`src/rtl/neuron_act_collector_if.sv`:
```
// Handshake bundle between a neuron's sum output, the activation collector
// and the next layer's vector input.
//   in_valid/in_data/in_ready : one raw 4*WIDTH signed neuron sum per handshake
//   out_vec/out_valid/out_ready: completed 2*WIDTH activation vector
//   count                     : samples stored in the vector being built
// slave  = collector side, master = producer/consumer side.
interface neuron_act_collector_if #(
  parameter int OUT_SIZE = 32,
  parameter int WIDTH    = 8
);
  localparam int CW = $clog2(OUT_SIZE + 1);

  logic                                  in_valid;
  logic signed [4*WIDTH-1:0]             in_data;
  logic                                  in_ready;
  // Entry 0 is the first sample accepted; entries are always >= 0.
  logic        [0:OUT_SIZE-1][2*WIDTH-1:0] out_vec;
  logic                                  out_valid;
  logic                                  out_ready;
  logic        [CW-1:0]                  count;

  modport slave  (input  in_valid, in_data, out_ready,
                  output in_ready, out_vec, out_valid, count);
  modport master (output in_valid, in_data, out_ready,
                  input  in_ready, out_vec, out_valid, count);
endinterface

```
`src/rtl/neuron_act_collector.sv`:
```
// Activation collector: ReLU -> rounding right shift -> saturate to 2*WIDTH,
// gathered into an OUT_SIZE vector that is offered with valid/ready.
//   clk   : clock, rising edge
//   reset : synchronous, active-high
//   bus   : neuron_act_collector_if.slave (input sample handshake, output
//           vector handshake, fill count)
module neuron_act_collector #(
  parameter int OUT_SIZE = 32,
  parameter int WIDTH    = 8,
  parameter int SHIFT    = 8
) (
  input  logic                    clk,
  input  logic                    reset,
  neuron_act_collector_if.slave   bus
);
  localparam int IW   = 4*WIDTH;
  localparam int OW   = 2*WIDTH;
  localparam int CW   = $clog2(OUT_SIZE + 1);
  localparam int IDXW = $clog2(OUT_SIZE);
  localparam int RS   = (SHIFT > 0) ? SHIFT - 1 : 0;
  // Half an LSB of the shifted result; zero when no shift is applied.
  localparam logic [IW:0] RND = (SHIFT > 0) ? ((IW+1)'(1) << RS) : '0;
  // Largest positive 2*WIDTH signed value, held in the widened domain.
  localparam logic [IW:0] SAT = {{(IW-OW+2){1'b0}}, {(OW-1){1'b1}}};

  typedef enum logic {COLLECT, HOLD} state_t;

  state_t                      state_q, state_d;
  logic [IDXW-1:0]             idx_q, idx_d;
  logic [CW-1:0]               count_q, count_d;
  logic [0:OUT_SIZE-1][OW-1:0] vec_q;
  logic                        wr_en;

  // Activation. The sum is widened by one bit so the rounding add on a
  // maximal positive input cannot wrap; negatives never reach the shift.
  logic [IW:0]   sum_w, shr_w;
  logic [OW-1:0] act_w;

  always_comb begin
    sum_w = {1'b0, bus.in_data} + RND;
    shr_w = sum_w >> SHIFT;
    act_w = shr_w[OW-1:0];
    if (bus.in_data[IW-1])  act_w = '0;
    else if (shr_w > SAT)   act_w = SAT[OW-1:0];
  end

  always_comb begin
    state_d = state_q;
    idx_d   = idx_q;
    count_d = count_q;
    wr_en   = 1'b0;
    case (state_q)
      COLLECT: begin
        if (bus.in_valid) begin
          wr_en   = 1'b1;
          count_d = count_q + CW'(1);
          if (idx_q == IDXW'(OUT_SIZE-1)) begin
            idx_d   = '0;
            state_d = HOLD;
          end else begin
            idx_d   = idx_q + IDXW'(1);
          end
        end
      end
      HOLD: begin
        // Vector stays frozen; inputs are refused until the consumer takes it.
        if (bus.out_ready) begin
          state_d = COLLECT;
          count_d = '0;
        end
      end
      default: state_d = COLLECT;
    endcase
  end

  always_ff @(posedge clk) begin
    if (reset) begin
      state_q <= COLLECT;
      idx_q   <= '0;
      count_q <= '0;
    end else begin
      state_q <= state_d;
      idx_q   <= idx_d;
      count_q <= count_d;
    end
  end

  // Entries persist across vectors until overwritten one by one.
  always_ff @(posedge clk) begin
    if (reset)      vec_q        <= '0;
    else if (wr_en) vec_q[idx_q] <= act_w;
  end

  assign bus.in_ready  = (state_q == COLLECT);
  assign bus.out_valid = (state_q == HOLD);
  assign bus.out_vec   = vec_q;
  assign bus.count     = count_q;
endmodule
```
`src/flat_wrapper.sv`:
```
// flat-port wrapper written by rule: the top's interface ports become plain ports
module neuron_act_collector_flat 
#(
  parameter int OUT_SIZE = 32,
  parameter int WIDTH    = 8,
  parameter int SHIFT    = 8
)
  (clk, reset, bus_in_valid, bus_in_data, bus_out_ready, bus_in_ready, bus_out_vec, bus_out_valid, bus_count);
  neuron_act_collector_if #(.OUT_SIZE(OUT_SIZE), .WIDTH(WIDTH)) bus_i ();
  input  logic clk;
  input  logic reset;
  input wire logic [$bits(bus_i.in_valid)-1:0] bus_in_valid;
  input wire logic [$bits(bus_i.in_data)-1:0] bus_in_data;
  input wire logic [$bits(bus_i.out_ready)-1:0] bus_out_ready;
  output wire logic [$bits(bus_i.in_ready)-1:0] bus_in_ready;
  output wire logic [$bits(bus_i.out_vec)-1:0] bus_out_vec;
  output wire logic [$bits(bus_i.out_valid)-1:0] bus_out_valid;
  output wire logic [$bits(bus_i.count)-1:0] bus_count;
  assign bus_i.in_valid = bus_in_valid;
  assign bus_i.in_data = bus_in_data;
  assign bus_i.out_ready = bus_out_ready;
  assign bus_in_ready = bus_i.in_ready;
  assign bus_out_vec = bus_i.out_vec;
  assign bus_out_valid = bus_i.out_valid;
  assign bus_count = bus_i.count;
  neuron_act_collector #(.OUT_SIZE(OUT_SIZE), .WIDTH(WIDTH), .SHIFT(SHIFT)) u_core (.clk(clk), .reset(reset), .bus(bus_i));
endmodule
```
`config.mk`:
```
export PLATFORM = sky130hd
export DESIGN_NAME = neuron_act_collector_flat
export DESIGN_NICKNAME = d
export VERILOG_FILES = /design/src/rtl/neuron_act_collector_if.sv /design/src/rtl/neuron_act_collector.sv /design/src/flat_wrapper.sv
export SDC_FILE = /design/constraint.sdc
export NUM_CORES = 1
export LEC_CHECK = 0
export ABC_CLOCK_PERIOD_IN_PS = 2300
export BUFFER_PORTS_ARGS = -buffer_cell sky130_fd_sc_hd__buf_4
export CORE_AREA = 2 2 216 218
export DETAILED_ROUTE_END_ITERATION = 7
export DIE_AREA = 0 0 218 220
export PLACE_DENSITY = 0.72
export SYNTH_ARGS = -nofsm -noshare
export SYNTH_HDL_FRONTEND = slang
export SYNTH_SLANG_ARGS = --single-unit
```
`constraint.sdc`:
```
create_clock -name clk -period 2.3 [get_ports clk]
set_input_delay 0.115 -clock clk [delete_from_list [all_inputs] [get_ports clk]]
set_output_delay 0.115 -clock clk [all_outputs]
set_load 0.05 [all_outputs]
```
After elaboration in Yosys (flattened, before gate mapping)
Cells that the tools add are included.
Widths: inputs -> output; s select.
{"block": "word_totals", "word_cells": 64, "input_bits": 36, "output_inout_bits": 520, "register_bits": 524}
{"block": "classes", "magnitude_cmp": 3, "bitwise_logic": 2, "reduce_logical": 3, "muxes": 15, "n_eq_ne": 3, "addsub": 3}
{"cell": "$bwmux 512", "n": 1}
{"cell": "$demux 16 s5", "n": 1}
{"cell": "$mux 16", "n": 3}
{"cell": "$add 32x8->33 const B", "n": 1}
{"cell": "$gt 25x15->1 const B", "n": 1}
{"cell": "$mux 6", "n": 2}
{"cell": "$pmux 6 s2", "n": 1}
{"cell": "$add 6x1->6 const B", "n": 1}
{"cell": "$ge 6x6->1 const B", "n": 1}
{"cell": "$lt 6x1->1 const B", "n": 1}
{"cell": "$not 5->6", "n": 1}
{"cell": "$add 5x1->5 const B", "n": 1}
{"cell": "$eq 5x5->1 const B", "n": 1}
{"cell": "$mux 1", "n": 5}
{"cell": "$mux 5", "n": 1}
{"cell": "$ne 2x2->1 const B", "n": 2}
{"cell": "$reduce_and 2->1", "n": 2}
{"cell": "$pmux 1 s2", "n": 1}
{"cell": "$logic_and 1x1->1", "n": 1}
{"cell": "$not 1->1", "n": 1}

Logic depth before layout (Yosys ltp)
Gate-level depths: netlist (run 1).
{"block": "logic_depth", "word_depth": 6, "ltp_mapped": 10, "ltp_nobuf": 7}

Worst setup path after synthesis (run 1)
OpenSTA, ideal clock, no wires.
{"block": "synth_timing", "path_type": "reg2reg", "startpoint": "reg u_core.state_q, in the netlist u_core.bus.out_valid", "endpoint": "reg u_core.vec_q (netlist bit u_core.bus.out_vec[21])", "synth_period_minus_slack_ns": 2.153, "setup_ns": 0.074, "setup_slack_ns": 0.147, "stages_incl_launch_ff": 10, "t_arrival_ns": 2.079, "required_ns": 2.226, "path_buffers": 3, "cell_sequence": "dfxtp_1 -> nor2b_1 -> clkbuf_1 -> and2_1 -> buf_2 -> nand2_1 -> nor2_1 -> clkbuf_1 -> a21oi_1 -> a31oi_1"}
{"block": "synth_between", "elab_chain_len": 1}
{"item": "start, declared", "line_no": "neuron_act_collector.sv:28", "text": "state_t state_q, state_d;"}
{"item": "start signal, assigned", "line_no": "neuron_act_collector.sv:82", "text": "state_q <= state_d;"}
{"item": "$mux 1", "line_no": "neuron_act_collector.sv:52", "text": "case (state_q)"}
{"item": "end signal, assigned by index", "line_no": "neuron_act_collector.sv:91", "text": "else if (wr_en) vec_q[idx_q] <= act_w;"}
{"item": "end, declared", "line_no": "neuron_act_collector.sv:31", "text": "logic [0:OUT_SIZE-1][OW-1:0] vec_q;"}
No other way between the ends.
A chain may end at the register's enable or synchronous reset.

Final worst setup path (run 1)
{"block": "layout_timing", "startpoint": "reg u_core.idx_q[1]", "endpoint": "reg u_core.vec_q (netlist bit u_core.bus.out_vec[99])"}
{"block": "layout_between", "elab_chain_len": 6, "word_cells_on_any_way": 7, "cone_classes": "order compare: 2; mux: 3; bitwise: 1; reduce/logical: 1"}
{"item": "start, declared", "line_no": "neuron_act_collector.sv:29", "text": "logic [IDXW-1:0] idx_q, idx_d;"}
{"item": "start signal, assigned", "line_no": "neuron_act_collector.sv:83", "text": "idx_q <= idx_d;"}
{"item": "$not 5->6 (implied by the code) *", "line_no": "neuron_act_collector.sv:91"}
{"item": "$ge 6x6->1 (implied by the code) or $lt 6x1->1 (tied branches)", "line_no": "neuron_act_collector.sv:91"}
{"item": "$logic_and 1x1->1 (implied by the code)", "line_no": "neuron_act_collector.sv:91"}
{"item": "$mux 16 (implied by the code)", "line_no": "neuron_act_collector.sv:91"}
{"item": "$demux 16 s5 *", "line_no": "neuron_act_collector.sv:91"}
{"item": "$bwmux 512 *", "line_no": "neuron_act_collector.sv:91"}
Every way passes the cells marked *; elsewhere a longest branch is shown, timed or not.

==> results of run 1 <==
-- final cells by class --
class / instances / area [µm²]
multi-input cells: 1660 / 9640
inverters: 4 / 15.0
diodes: 4 / 10.0
clock buffers: 86 / 1660
flip-flops and latches: 524 / 10500
clock inverters: 12 / 120
fillers: 3879 / 17200
repair buffers: 716 / 5930
well taps: 607 / 759
-- sequential cells by signal, indices dropped and copies added (netlist names) --
signal	cells
u_core.bus.count	6
u_core.idx_q	5
u_core.bus.out_vec	512
u_core.bus.out_valid	1
-- through the flow --
step	hold slack [ns]	cell area, µm²
after floorplan	0.324	21200
after global placement	0.436	26700
after detailed placement	0.440	26700
after CTS	0.00550	28500
after global routing	0.122	28600
final	0.0676	28600
-- final timing paths --
kind,startpoint,endpoint,slack [ns]
hold / removal,reset,u_core.idx_q[1],0.07
hold reg to reg,u_core.bus.out_vec[176],u_core.bus.out_vec[176],0.45
setup / recovery,u_core.idx_q[1],u_core.bus.out_vec[99],0.11
setup reg to reg,u_core.idx_q[1],u_core.bus.out_vec[99],0.11
-- synthesized netlist by cell type --
master	number
o21ai_0	4
nand2_1	61
ha_1	7
nand4_1	9
o211ai_2	1
or4_1	1
nand3_1	10
nor2_1	46
buf_4	2
nand2_2	1
a31oi_1	413
buf_6	46
inv_1	4
a2111oi_4	1
a221oi_1	36
nor3b_1	2
and3_1	9
buf_2	52
o31ai_1	33
a311oi_1	1
dfxtp_1	524
and4_1	4
and2_1	37
a22oi_1	1
and3b_1	2
and4_4	1
or2_2	2
mux2i_2	1
nor3_1	7
nand3b_1	2
o22ai_1	1
nor2_4	1
xor2_1	3
nand2b_1	1
or3b_2	1
a21oi_1	938
o21a_1	3
a211oi_1	1
nand4_4	1
clkbuf_1	191
nor2b_1	1
nor4b_1	3
xnor2_1	12
buf_1	2
a31o_2	1
-- power groups by stage --
stage / sequential [W] / combinational [W] / clock (W)
after floorplan: 0.00949 / 0.000803 / 0
after global placement: 0.00935 / 0.00158 / 0
after detailed placement: 0.00936 / 0.00162 / 0
after CTS: 0.00916 / 0.00164 / 0.00889
after global routing: 0.00916 / 0.00177 / 0.00925
final: 0.00916 / 0.00169 / 0.00886
-- critical path, delay by kind of cell (launching register included) --
family                     cells  cell delay (ns)
and+or+nand+nor                1             0.16
AOI/OAI and AO/OA              3             1.06
adders and majority gates      1             0.20
buffers and inverters          2             0.25
DFF                            1             0.39
-- logic make-up after synthesis --
kind of cell | Yosys count | share of synthesized area
DFF | 524 | 0.494
adders and majority gates | 7 | 0.00412
xor gates and xnor gates | 15 | 0.00618
and+or+nand+nor | 202 | 0.0485
buffers and inverters | 297 | 0.0721
AOI/OAI and AO/OA | 1434 | 0.375
muxes | 1 | 0.000648
-- timing repair --
action,in CTS,in global routing
hold endpoints to repair,9,0
setup endpoints to repair,156,110
resized for setup,8,11
hold buffers,3,0
gates cloned,0,1
pin swaps,0,1
-- per-layer routing --
layer / vias to the layer above / global-route usage
met5: - / 0
met4: 0 / 0.146
met3: 226 / 0.0758
met2: 1437 / 0.525
met1: 10750 / 0.432
li1: 10304 / -
==> flow_metrics.py, run 1 <==
metrics = {
    "outcome": {
        "status": "completed",
    },
    "final_layout": {
        "syn2layout_area_growth_pct": 34.7,
        "final_nets": 3003,
        "drive_gt1_frac": 0.285,
        "fin_cells": 3613,
        "fin_util": 0.624,
        "final_cell_mix": "a21oi_1 (906), buf_4 (669), dfxtp_1 (524)",
        "final_common_cell": "a21oi_1",
    },
    "critical_path": {
        "path_max_fanout": 30,
        "required_ns": 2.80,
        "arrival_ns": 2.69,
        "rr_worst_depth": 7,
        "path_cells": "inv_1 > ha_1 > and2_1 > buf_12 > a21oi_4 > a21oi_1 > a31oi_1",
        "critPathKind": "reg -> reg",
        "end_kind": "flip-flop",
        "start_kind": "flip-flop",
        "critical-path-max-stage-delay_ns": 0.61,
        "crit_slowest_cell": "a21oi_4",
    },
    "route": {
        "drc": 0,
        "wl_per_cell_um": 23.5,
        "drtAntennaViolNets": 0,
        "vias_per_cell": 6.29,
        "top_layer": "met4",
        "wl_met3_um": 8770,
        "met2WireLength_um": 39200,
        "met1_length_um": 33600,
        "vias": 22717,
        "dr.first_iter.drc_count": 2642,
        "drt-pass1-iter-count": 6,
        "wirelength_um": 85000,
    },
    "timing": {
        "skew_ns": 0.0200,
        "layout_setup_ws_ns": 0.112,
        "setup_viol": 0,
        "relSlewSlack": 0.425,
        "final.min_clock_period_ns": 2.19,
        "finalHoldViolCount": 0,
        "tns_ns": 0,
        "maxSlewViolCount": 0,
        "rsz0062_at_grt": "no",
        "worst_slew_pin_slew_ns": 0.862,
        "fmax_mhz": 457,
        "fin_crit_sh": 0.952,
    },
    "global_route": {
        "grt_pass1_wl_um": 123000,
        "antenna_found_initial": 3,
        "grt_pass1_vias": 20295,
        "grt.total_usage": 0.331,
        "grt-ovfl-total": 0,
        "grt_max_degree": 46,
    },
    "synthesis": {
        "yosys.area.top_type": "dfxtp_1",
        "synth_top_area_share": 0.494,
        "synth_cells": 2480,
        "synth_area_um2": 21200,
        "ys_seq_area_frac": 0.494,
        "synth_seq_cells": 524,
        "syn_area_per_cell_um2": 8.57,
        "synth_area_leaders": "dfxtp_1 (49%), a21oi_1 (22%), a31oi_1 (12%)",
        "ys_types": 45,
        "synthesis.nets": 2523,
        "ys.warnings.count": 0,
    },
    "clock_tree": {
        "numCtsBuffers": 54,
        "postCtsSetupBuffers": 0,
        "htree_levels": 2,
        "clock_latency_ns": 0.61,
        "clockRootBuffer": "clkbuf_16",
        "clkSinkCount": 524,
        "path_clk_slew_ns": 0.07,
        "cts_tree": "done",
        "clock_path_buffers": 3,
    },
    "min_path": {
        "hold_depth": 2,
        "hold_class": "in -> reg",
    },
    "floorplan": {
        "rows": 79,
        "core_area_um2": 45900,
        "ios": 556,
        "die_y_um": 220,
        "start_util": 0.463,
        "die_w_um": 218,
        "die-area_um2": 48000,
    },
    "place": {
        "dpl_worst_slack_ns": -0.188,
        "hpwl_um": 55600,
        "placed_cells": 3507,
        "gp_congestion": 0.858,
        "io_buffers": 548,
    },
    "power": {
        "intPower_w": 0.0147,
        "total_power_w": 0.0197,
        "combPwrFrac": 0.086,
        "leakage_nw": 11.9,
        "power.switching_w": 0.00497,
        "p_seq_frac": 0.465,
        "switching_share": 0.252,
        "powerDensity_nw_per_um2": 688,
        "p_clk_frac": 0.450,
        "ir_worst_vdd_mv": 0.585,
    },
    "flow_run": {
        "cap_violations": 0,
    },
}
(Power assumes the default switching activity.)
==> run 2, diff against run 1 <==
ABC_AREA = 1   (was unset)
CORE_AREA = 2 2 214 216   (was 2 2 216 218)
DIE_AREA = 0 0 216 218   (was 0 0 218 220)
PLACE_DENSITY = unset   (was 0.72)
==> run 2 against run 1 <==
  * Worst setup slack better by 0.093 ns
  * Register-to-register slack better by 0.09 ns
  * Sequential power is 0.7% higher
==> flow_metrics.py, run 2 <==
metrics = {
    "final_layout": {
        "fillers": 4117,
        "final_nets": 2534,
        "final_cell_mix": "buf_4 (596), dfxtp_1 (523), a21oi_1 (490)",
        "final_common_cell": "buf_4",
        "syn2layout_area_growth_pct": 38.6,
        "fin_util": 0.551,
        "drive_gt1_frac": 0.304,
        "n_antenna_cell": 0,
        "largest_reg_flops": 512,
        "fin_cells": 3129,
    },
    "clock_tree": {
        "numCtsBuffers": 53,
        "cts_tree": "done",
        "clkSinkCount": 524,
        "htree_levels": 2,
        "path_clk_slew_ns": 0.06,
        "clockRootBuffer": "clkbuf_16",
        "clock_path_buffers": 3,
        "postCtsSetupBuffers": 0,
        "clock_latency_ns": 0.60,
    },
    "route": {
        "dr.first_iter.drc_count": 1123,
        "wl_met3_um": 5070,
        "top_layer": "met4",
        "met1_length_um": 25700,
        "wirelength_um": 64400,
        "vias_per_cell": 5.21,
        "drc": 0,
        "met2WireLength_um": 31700,
        "wl_per_cell_um": 20.6,
        "drtAntennaViolNets": 0,
        "vias": 16315,
        "drt-pass1-iter-count": 6,
    },
    "critical_path": {
        "crit_path_end": "u_core.bus.out_vec[61]",
        "rr_worst_depth": 9,
        "critical-path-max-stage-delay_ns": 0.35,
        "worstSetupStartpoint": "u_core.bus.out_valid",
        "arrival_ns": 2.63,
        "r2r_setup_slack_ns": 0.20,
        "r2r_start": "u_core.bus.out_valid",
        "path_delay_family": "buffers and inverters",
        "path_max_fanout": 31,
        "crit_buf_inv": 4,
        "required_ns": 2.83,
        "path_cells": "clkinvlp_4 > nand2_1 > inv_1 > nand2_1 > buf_4 > nor2_2 > buf_4 > o21ai_0 > a21oi_1",
        "end_kind": "flip-flop",
        "critPathKind": "reg -> reg",
        "crit_slowest_cell": "buf_4",
        "start_kind": "flip-flop",
        "path_depth": 9,
        "r2r_end": "u_core.bus.out_vec[61]",
    },
    "power": {
        "leakage_nw": 10.8,
        "total_power_w": 0.0192,
        "ir_worst_vdd_mv": 0.591,
        "powerDensity_nw_per_um2": 776,
    },
    "timing": {
        "relSlewSlack": 0.508,
        "layout_setup_ws_ns": 0.205,
        "fin_crit_sh": 0.911,
        "finalHoldViolCount": 0,
        "rsz0062_at_grt": "no",
        "setup_viol": 0,
        "maxSlewViolCount": 0,
        "skew_ns": 0.0174,
        "worst_slew_pin_slew_ns": 0.739,
        "tns_ns": 0,
        "final.min_clock_period_ns": 2.10,
        "fmax_mhz": 477,
    },
    "place": {
        "placed_cells": 3033,
        "gp_congestion": 0.872,
        "dpl_worst_slack_ns": 0.100,
        "io_buffers": 548,
        "hpwl_um": 44000,
    },
    "min_path": {
        "hold_class": "in -> reg",
    },
    "floorplan": {
        "die_y_um": 218,
        "die-area_um2": 47100,
        "rows": 78,
        "ios": 556,
        "die_w_um": 216,
        "core_area_um2": 44900,
        "start_util": 0.398,
    },
    "flow_run": {
        "cap_violations": 0,
    },
    "global_route": {
        "grt_pass1_wl_um": 96300,
        "grt-ovfl-total": 0,
        "grt_max_degree": 87,
        "grt.total_usage": 0.264,
        "grt_pass1_vias": 15464,
        "antenna_found_initial": 0,
    },
    "synthesis": {
        "synth_edf_count": 0,
        "synth.most_common_cell": "dfxtp_1",
        "synth_top_area_share": 0.588,
        "syn_area_per_cell_um2": 8.91,
        "synthesis.nets": 2046,
        "yosys.area.top_type": "dfxtp_1",
        "ys_types": 34,
        "synth_area_um2": 17900,
        "synth_area_leaders": "dfxtp_1 (59%), a21oi_1 (14%), o21ai_0 (14%)",
        "synth_cells": 2003,
        "ys.warnings.count": 0,
        "synth-async-reset-ratio": 0,
        "synth.top_cells.by_count": "dfxtp_1 (524), a21oi_1 (490), o21ai_0 (485), clkbuf_1 (154), nand2_1 (86)",
        "synth_ff_type": "dfxtp_1",
        "ys_seq_area_frac": 0.588,
        "synth_seq_cells": 524,
    },
    "outcome": {
        "status": "completed",
    },
}
## run 2: final cells by class
cell class,count,area [µm²],area share
sequential,524,10500,0.424
tap,600,751,0.0303
clock buffer,83,1610,0.0651
multi-input combinational,1246,6390,0.258
clock inverter,10,134,0.00541
inverter,30,124,0.00500
timing repair buffer,636,5250,0.212
## run 2: cell families after synthesis
kind of cell / Yosys count / share of synthesized area
buffers and inverters: 233 / 0.0585
AND/OR/NAND/NOR: 245 / 0.0667
AO/OA/AOI/OAI: 981 / 0.276
XOR/XNOR: 13 / 0.00638
flip-flops: 524 / 0.588
adder cells (fa/ha/maj): 7 / 0.00491
## run 2: routing by layer
| layer | track usage | vias up |
|---|---|---|
| li1 | - | 7924 |
| met1 | 0.318 | 7705 |
| met2 | 0.454 | 574 |
| met3 | 0.0773 | 112 |
| met4 | 0.0831 | 0 |
| met5 | 0 | - |
## run 2: how the worst min path moves through the flow
stage	from	slack, ns	cells past startpoint	end
finish	bus_in_data[13]	0.19	6	u_core.bus.out_vec[69]
global route	bus_in_data[13]	0.20	6	u_core.bus.out_vec[21]
CTS	bus_in_data[13]	0.16	6	u_core.bus.out_vec[21]
detailed placement	bus_out_ready	0.40	3	u_core.bus.out_valid
global placement	bus_out_ready	0.39	3	u_core.bus.out_valid
floorplan	bus_out_ready	0.29	2	u_core.bus.out_valid
## run 2: timing repair
action / 4_1_cts / 5_1_grt
hold buffers: 3 / 0
hold endpoints to repair: 14 / 0
setup endpoints to repair: 0 / 1
resized for setup: 0 / 1
## run 2: report_power, final
part / internal, W / switching, W / leakage [nW] / total, W
clock: 0.00502 / 0.00361 / 0.847 / 0.00863
sequential: 0.00917 / 0.0000506 / 4.23 / 0.00922
combinational: 0.000398 / 0.000955 / 5.73 / 0.00135
total: 0.0146 / 0.00462 / 10.8 / 0.0192
## run 2: stage by stage
| step | area, µm² | hold WS [ns] |
|---|---|---|
| 3_5_place_dp | 23000 | 0.396 |
| 2_1_floorplan | 17900 | 0.290 |
| 3_3_place_gp | 23000 | 0.387 |
| 4_1_cts | 24700 | 0.160 |
| 5_1_grt | 24800 | 0.204 |
| 6_report | 24800 | 0.192 |
## run 2: worst min-delay path, stage by stage
cell	delay [ns]
buf_4	0.10
xnor2_1	0.07
nand3_1	0.09
nand2_2	0.07
buf_12	0.18
a21oi_1	0.13
==> run 3, diff against run 2 <==
CORE_AREA = 2 2 215 217   (was 2 2 214 216)
DIE_AREA = 0 0 217 219   (was 0 0 216 218)
==> run 3 against run 2 <==
  * Final cell count is the same
  * Final area is essentially flat
  * Largest power group unchanged
  * Worst hold slack lost 0.18 ns
  * Count of clock-buffer cells in the layout shrank 7
  * Clock power grew 3.6%
  * Clock skew grew 0.00091 ns
  * Worst setup slack gained 0.063 ns
  * Highest routed layer unchanged
==> flow_metrics.py, run 3 (synthesized netlist as in run 2, its figures left out) <==
metrics = {
    "outcome": {
        "status": "completed",
    },
    "final_layout": {
        "fin_util": 0.549,
        "fillers": 4152,
        "final_nets": 2533,
        "final_cell_mix": "buf_4 (597), dfxtp_1 (523), a21oi_1 (490)",
        "drive_gt1_frac": 0.302,
        "final_area_um2": 24800,
        "final_common_cell": "buf_4",
        "syn2layout_area_growth_pct": 38.7,
        "largest_reg_flops": 512,
        "n_antenna_cell": 0,
    },
    "clock_tree": {
        "numCtsBuffers": 53,
        "path_clk_slew_ns": 0.06,
        "clockRootBuffer": "clkbuf_16",
        "cts_tree": "done",
        "postCtsSetupBuffers": 0,
        "htree_levels": 2,
        "clkSinkCount": 524,
        "clock_path_buffers": 3,
        "clock_latency_ns": 0.60,
    },
    "floorplan": {
        "die_y_um": 219,
        "die-area_um2": 47500,
        "start_util": 0.396,
        "die_w_um": 217,
        "rows": 78,
        "core_area_um2": 45100,
        "ios": 556,
    },
    "timing": {
        "skew_ns": 0.0183,
        "relSlewSlack": 0.524,
        "maxSlewViolCount": 0,
        "tns_ns": 0,
        "rsz0062_at_grt": "no",
        "final.min_clock_period_ns": 2.03,
        "fin_crit_sh": 0.884,
        "worst_slew_pin_slew_ns": 0.714,
        "setup_viol": 0,
        "fmax_mhz": 492,
        "finalHoldViolCount": 0,
    },
    "global_route": {
        "antenna_found_initial": 0,
        "grt-ovfl-total": 0,
        "global_route.usage.met3": 0.0797,
        "grt_use_met2": 0.447,
        "use_met1": 0.321,
        "grt_max_degree": 87,
        "grt.total_usage": 0.267,
        "top_usage_layer": "met2",
        "grt_pass1_vias": 15764,
        "grt_pass1_wl_um": 97300,
    },
    "critical_path": {
        "path_max_fanout": 31,
        "end_kind": "flip-flop",
        "critPathKind": "reg -> reg",
        "arrival_ns": 2.54,
        "start_kind": "flip-flop",
        "required_ns": 2.81,
    },
    "route": {
        "drtAntennaViolNets": 0,
        "vias_per_cell": 5.24,
        "dr.first_iter.drc_count": 1238,
        "drc": 0,
        "vias": 16395,
        "wirelength_um": 65700,
        "wl_per_cell_um": 21.0,
        "drt-pass1-iter-count": 5,
    },
    "min_path": {
        "hold_class": "in -> reg",
    },
    "place": {
        "io_buffers": 548,
        "gp_congestion": 0.862,
        "place_area_um2": 23000,
        "hpwl_um": 44800,
    },
    "power": {
        "total_power_w": 0.0195,
        "leakage_nw": 10.8,
        "powerDensity_nw_per_um2": 789,
        "ir_worst_vdd_mv": 0.654,
    },
    "flow_run": {
        "cap_violations": 0,
    },
}
## run 3: cell count changes in the layout (fill, tap and decap cells not counted), sizes merged
cell / change
clkbuf: -7
bufinv: +6
clkinv: +3
clkinvlp: -2
dlygate4sd3: -1
inv: +1
## run 3: power by group
group / switching [W] / leakage, nW / internal, W
clock: 0.00358 / 0.872 / 0.00536
sequential: 0.0000505 / 4.23 / 0.00917
combinational: 0.000969 / 5.72 / 0.000396
total: 0.00460 / 10.8 / 0.0149
## run 3: layout make-up
| class | instances | area, µm² | share of cell area |
|---|---|---|---|
| Tap cell | 600 | 751 | 0.0303 |
| Sequential cell | 524 | 10500 | 0.424 |
| Clock buffer | 76 | 1480 | 0.0599 |
| Multi-Input combinational cell | 1246 | 6390 | 0.258 |
| Inverter | 30 | 124 | 0.00500 |
| Clock inverter | 18 | 304 | 0.0123 |
| Timing Repair Buffer | 635 | 5220 | 0.211 |
## run 3: worst paths after layout
path	startpoint	endpoint	slack [ns]	cells past startpoint
min	reset	u_core.bus.out_vec[395]	0.01	4
min reg2reg	u_core.bus.out_vec[351]	u_core.bus.out_vec[351]	0.47	1
max	u_core.bus.out_valid	u_core.bus.out_vec[258]	0.27	9
max reg2reg	u_core.bus.out_valid	u_core.bus.out_vec[258]	0.27	9
## run 3: worst max-delay path, stage by stage, from the launching register on
cell and delay (ns):
dfxtp_2 0.34, clkinvlp_4 0.07, nand2_1 0.06, inv_1 0.27, nand2_1 0.27, buf_4 0.26
nor2_1 0.10, buf_4 0.28, o21ai_0 0.14, a21oi_1 0.16
## run 3: metal layers
metal / up-vias / routed length, µm
li1: 7924 / -
met1: 7786 / 26600
met2: 556 / 31400
met3: 129 / 5030
met4: 0 / 2680
met5: - / 0
## run 3: timing repair
action | CTS | global route
endpoints found under the hold margin | 9 | 0
gates resized for setup | 0 | 1
setup endpoints to repair | 0 | 2
hold buffers | 2 | 0
## run 3: through the flow
step           cells  hold WS, ns  setup slack [ns]
2_1_floorplan   2003        0.290             0.143
3_3_place_gp    3033        0.389            0.0532
3_5_place_dp    3033        0.392            0.0370
4_1_cts         3129       0.0188             0.192
5_1_grt         3129       0.0467            0.0328
6_report        3129       0.0132             0.267
